File: src/rtl/dec_sel_sequencer.sv
// dec_sel_sequencer: steps a 3-bit select code through 0..7 for a 3-to-8 decoder.
// Each code is held for dwell+1 cycles. The sequencer runs as a single pass or
// continuously, under start/stop/hold control. All outputs come straight from flops.
module dec_sel_sequencer #(
    parameter int unsigned DWELL_W = 8
) (
    input  logic               clk,
    input  logic               rst_n,
    input  logic               start,
    input  logic               stop,
    input  logic               hold,
    input  logic               mode,
    input  logic [DWELL_W-1:0] dwell,
    output logic [0:2]         sel,
    output logic               sel_valid,
    output logic               busy,
    output logic               wrap,
    output logic               done
);

    typedef enum logic [1:0] {
        StIdle,
        StScan,
        StHold
    } state_e;

    state_e             state_q, state_d;
    logic [2:0]         sel_q, sel_d;
    logic               valid_q, valid_d;
    logic               busy_q, busy_d;
    logic               wrap_q, wrap_d;
    logic               done_q, done_d;
    logic [DWELL_W-1:0] cnt_q, cnt_d;
    logic [DWELL_W-1:0] dwell_q, dwell_d;
    logic               mode_q, mode_d;

    // Next-state logic. In SCAN and HOLD, stop wins over hold, and hold wins over advancing.
    always_comb begin
        state_d = state_q;
        sel_d   = sel_q;
        valid_d = valid_q;
        busy_d  = busy_q;
        wrap_d  = 1'b0;
        done_d  = 1'b0;
        cnt_d   = cnt_q;
        dwell_d = dwell_q;
        mode_d  = mode_q;

        case (state_q)
            StIdle: begin
                if (start && !stop) begin
                    state_d = StScan;
                    sel_d   = 3'd0;
                    valid_d = 1'b1;
                    busy_d  = 1'b1;
                    dwell_d = dwell;
                    mode_d  = mode;
                    cnt_d   = dwell;
                end
            end
            StScan: begin
                if (stop) begin
                    state_d = StIdle;
                    sel_d   = 3'd0;
                    valid_d = 1'b0;
                    busy_d  = 1'b0;
                end else if (hold) begin
                    // Freeze sel/cnt. No advance on the cycle hold is first seen.
                    state_d = StHold;
                end else if (cnt_q != '0) begin
                    cnt_d = cnt_q - DWELL_W'(1);
                end else if (sel_q != 3'd7) begin
                    sel_d = sel_q + 3'd1;
                    cnt_d = dwell_q;
                end else if (mode_q) begin
                    sel_d  = 3'd0;
                    cnt_d  = dwell_q;
                    wrap_d = 1'b1;
                end else begin
                    state_d = StIdle;
                    sel_d   = 3'd0;
                    valid_d = 1'b0;
                    busy_d  = 1'b0;
                    done_d  = 1'b1;
                end
            end
            StHold: begin
                if (stop) begin
                    state_d = StIdle;
                    sel_d   = 3'd0;
                    valid_d = 1'b0;
                    busy_d  = 1'b0;
                end else if (!hold) begin
                    // Resume from the frozen count on the following cycle.
                    state_d = StScan;
                end
            end
            default: begin
                state_d = StIdle;
                sel_d   = 3'd0;
                valid_d = 1'b0;
                busy_d  = 1'b0;
            end
        endcase
    end

    // State and output registers. Reset is asynchronous and active-low.
    always_ff @(posedge clk or negedge rst_n) begin
        if (!rst_n) begin
            state_q <= StIdle;
            sel_q   <= 3'd0;
            valid_q <= 1'b0;
            busy_q  <= 1'b0;
            wrap_q  <= 1'b0;
            done_q  <= 1'b0;
            cnt_q   <= '0;
            dwell_q <= '0;
            mode_q  <= 1'b0;
        end else begin
            state_q <= state_d;
            sel_q   <= sel_d;
            valid_q <= valid_d;
            busy_q  <= busy_d;
            wrap_q  <= wrap_d;
            done_q  <= done_d;
            cnt_q   <= cnt_d;
            dwell_q <= dwell_d;
            mode_q  <= mode_d;
        end
    end

    // sel[0] is the MSB, so positional assignment keeps the numeric value.
    assign sel       = sel_q;
    assign sel_valid = valid_q;
    assign busy      = busy_q;
    assign wrap      = wrap_q;
    assign done      = done_q;

endmodule

File: config.mk
export PLATFORM = sky130hd
export DESIGN_NAME = dec_sel_sequencer
export DESIGN_NICKNAME = d
export VERILOG_FILES = /design/src/rtl/dec_sel_sequencer.sv
export SDC_FILE = /design/constraint.sdc
export NUM_CORES = 1
export LEC_CHECK = 0
export BUFFER_PORTS_ARGS = -buffer_cell sky130_fd_sc_hd__buf_4
export CORE_MARGIN = 2
export CORE_UTILIZATION = 60
export CTS_CLUSTER_SIZE = 28
export DETAILED_ROUTE_END_ITERATION = 6
export PLACE_DENSITY = 0.83
export REMOVE_ABC_BUFFERS = 1
export SYNTH_ARGS = -nofsm -noshare
export SYNTH_HDL_FRONTEND = slang
export SYNTH_SLANG_ARGS = --single-unit
export TNS_END_PERCENT = 5
File: constraint.sdc
create_clock -name clk -period 5.3 [get_ports clk]
set_clock_uncertainty 0.2 [all_clocks]
set_input_delay 1.06 -clock clk [delete_from_list [all_inputs] [get_ports clk]]
set_output_delay 1.06 -clock clk [all_outputs]
set_load 0.03 [all_outputs]
==> out/qor.txt <==
================================================================================
Clock transition at the registers of the reported paths                  0.14 ns
Skew-Pair Late Insertion Delay                                           0.32 ns
Prevailing post-synth register cell                                      dfrtp_1
DIE AREA                                                            0.002862 sq mm
Die Wd                                                                  53.50 um
Final cell count without fillers                                             198
Quantity of gates resized following cts                                        0
Global-route wire length before repair                                   5713 um
Placed inst area                                                    0.001618 sq mm
RSZ-0062 raised after global routing                                       false
Count of cells along the worst hold path                                       1
Buffer cell driving the clock tree root                                 clkbuf_4
Number of nets in the layout                                                 190
Minimum setup slack in the final design                                 2.466 ns
Hold Crit Class                                                     flip-flop to flip-flop
Clock tree from TritonCTS                                                    yes
Post-synth EDFFs                                                               0
Number of iterations in the first detailed-routing pass                        4
Worst slew pin tran                                                     1.074 ns
CTS Buf Count                                                                  3
Total Routed Length                                                      3358 um
Type of origin of the critical path                                    flip-flop
Synthesis-stage register bit count                                            25
Arrival time worst endpoint                                              2.81 ns
Setup slack after placement                                             2.592 ns
P_leak                                                                 0.7006 nW
DP HPWL                                                                  2450 um
Ports                                                                         21
Vias after detailed routing                                                 1279
Clk buf depth                                                                  2
Setup violators final                                                          0
Synth Warn #                                                                   0
Peak supply drop                                                        200.8 uV
Number of nets with antenna violations after detailed routing                  0
Distinct cell type count of the synthesized netlist                           43
Grt ovf                                                                        0
Hold-fix buffer count after cts                                                0
Cells on worst reg2reg path                                                    6
Critical path class                                                 flip-flop to flip-flop
Crit path launch                                                        cnt_q[0]
Mean post-synth cell area                                            9.609 sq um
Final critical-path share of the clock period                             0.5348
Crit path capture type                                                 flip-flop
Detail-routed via count per cell                                           6.460
Number of antenna violations at the first check in global routing              0
Standard-cell row count                                                       17
Slew HR                                                                   0.2737
ANT cells                                                                      0
Power, Total                                                           0.4859 mW
Number of max-cap violations                                                   0
Initial Util                                                              0.6521
Final total negative setup slack                                            0 ns
Required time worst endpoint                                             5.28 ns
PwrDens                                                             295.3 mW/mm^2
Global routing usage summed across all routing layers                     0.2771
Initial DRC Count                                                             51
Buffers added on ports                                                        20
Startpoint of the worst hold path                                     dwell_q[5]
Layout cell share with drive strength beyond 1                            0.2412
# placed instances                                                           194
Non-Filler Cell Area, Final                                         0.001645 sq mm
Startpoint of the worst-slack reg-to-reg timing path                    cnt_q[0]
Cell taking the most area after synthesis                                dfrtp_1
Pin count of the biggest net entering global routing                          26
Post-CTS Setup Bufs                                                            0
Vias in the first global route                                              1233
Most common cell after layout, fill and taps aside                       dfrtp_1
Largest fanout of any net on the critical path                                 6
Core Area                                                           0.002255 sq mm
Clock sinks                                                                   25
Final critical path time including I/O delays and setup                 2.834 ns
Deepest level of the CTS H-tree                                                1
Result of the run                                                   complete, no violations
DRC Markers                                                                    0
Synth Cell Area                                                     0.001470 sq mm
Final Hold Violating Endpoints                                                 0
Top post-synthesis cells by area                                    dfrtp_1 (43%), mux2_2 (8.4%), ha_1 (4.3%)
Routed length per instance                                              16.96 um
Sequential element share of the synthesized area                          0.4255
Synth top area share                                                      0.4255
Commonest cells after routing, fill and taps aside                  dfrtp_1 (25), buf_4 (20), mux2_2 (11)
Global placer's final weighted congestion                                 0.8700
Y dimension of the die                                                  53.50 um
FMAX                                                                  0.3528 GHz
Max-slew violation count                                                       0
Number of instances in the synthesized netlist                               153
Post-synthesis to final-layout area growth                                11.92%
FFs w/ async S/R, synth                                                    1.000
================================================================================
[critical path, stage by stage (launching register included)]
cell and delay (ns):
dfrtp_1 0.45, inv_1 0.13, ha_1 0.22, nor4b_1 0.88, nand3_1 0.44, nand2_1 0.25, o311ai_0 0.15
[stage by stage]
stage	utilization	hold slack (ns)
floorplan	-	0.2810
global placement	0.7175	0.2931
detailed placement	0.7175	0.2976
CTS	0.7297	0.3295
global route	0.7297	0.3614
finish	0.7297	0.3252
[where the power goes]
group	internal (mW)	switching, mW	total, mW
combinational	0.0660	0.0724	0.138
clock	0.0282	0.0540	0.0822
sequential	0.225	0.0402	0.265
[path summary, 6_finish.rpt]
check	endpoint	slack (ns)
hold / removal	dwell_q[5]	0.33
setup / recovery	cnt_q[3]	2.47
min in group asynchronous	sel[0]	0.42
setup reg to reg	cnt_q[3]	2.47
hold reg to reg	dwell_q[5]	0.33
max in group asynchronous	cnt_q[3]	4.22
[layout make-up]
class                   instances  area, sq um
flip-flops and latches         25        625.6
repair buffers                 20        150.1
clock inverters                 1        5.005
well taps                      28        35.03
inverters                       8        30.03
multi-input cells             113        777.0
fillers                       179        609.3
clock buffers                   3        22.52
[metal layers]
| metal | vias to the layer above | GRT usage | routed length (um) |
|---|---|---|---|
| met2 | 55 | 0.4424 | 1653 |
| met5 | - | 0 | 0 |
| met3 | 2 | 0.05650 | 203 |
| met1 | 623 | 0.3780 | 1496 |
| met4 | 0 | 0.08974 | 4 |
| li1 | 599 | - | - |
[cells by family (layout without fill, tap and decap cells)]
logic type	count (synthesis)	in the layout	synth area share
xor gates and xnor gates	2	2	0.01192
and+or+nand+nor	54	54	0.1974
adders and majority gates	5	5	0.04255
AOI/OAI and AO/OA	40	40	0.1855
buffers and inverters	15	32	0.04595
muxes	12	12	0.09106
DFF	25	25	0.4255
[synth_stat cells, types with 2 or more instances]
| cell | number |
|---|---|
| a211oi_1 | 2 |
| xnor2_1 | 2 |
| o21ai_0 | 9 |
| or3_1 | 2 |
| clkbuf_1 | 4 |
| or3_2 | 2 |
| nand3_1 | 4 |
| nor2_1 | 10 |
| a21oi_1 | 8 |
| nor3_1 | 9 |
| nor2b_1 | 4 |
| nand2_1 | 10 |
| ha_1 | 5 |
| nand2b_1 | 4 |
| dfrtp_1 | 25 |
| o211ai_1 | 3 |
| nor4_1 | 3 |
| inv_1 | 8 |
| mux2_2 | 11 |
| a31oi_1 | 5 |
[sequential cells by signal, indices dropped and copies added (netlist names)]
name	flops
cnt_q	8
dwell_q	8
sel	3
state_q	2
busy	1
done	1
mode_q	1
wrap	1
Power figures use the tool's default switching activity.
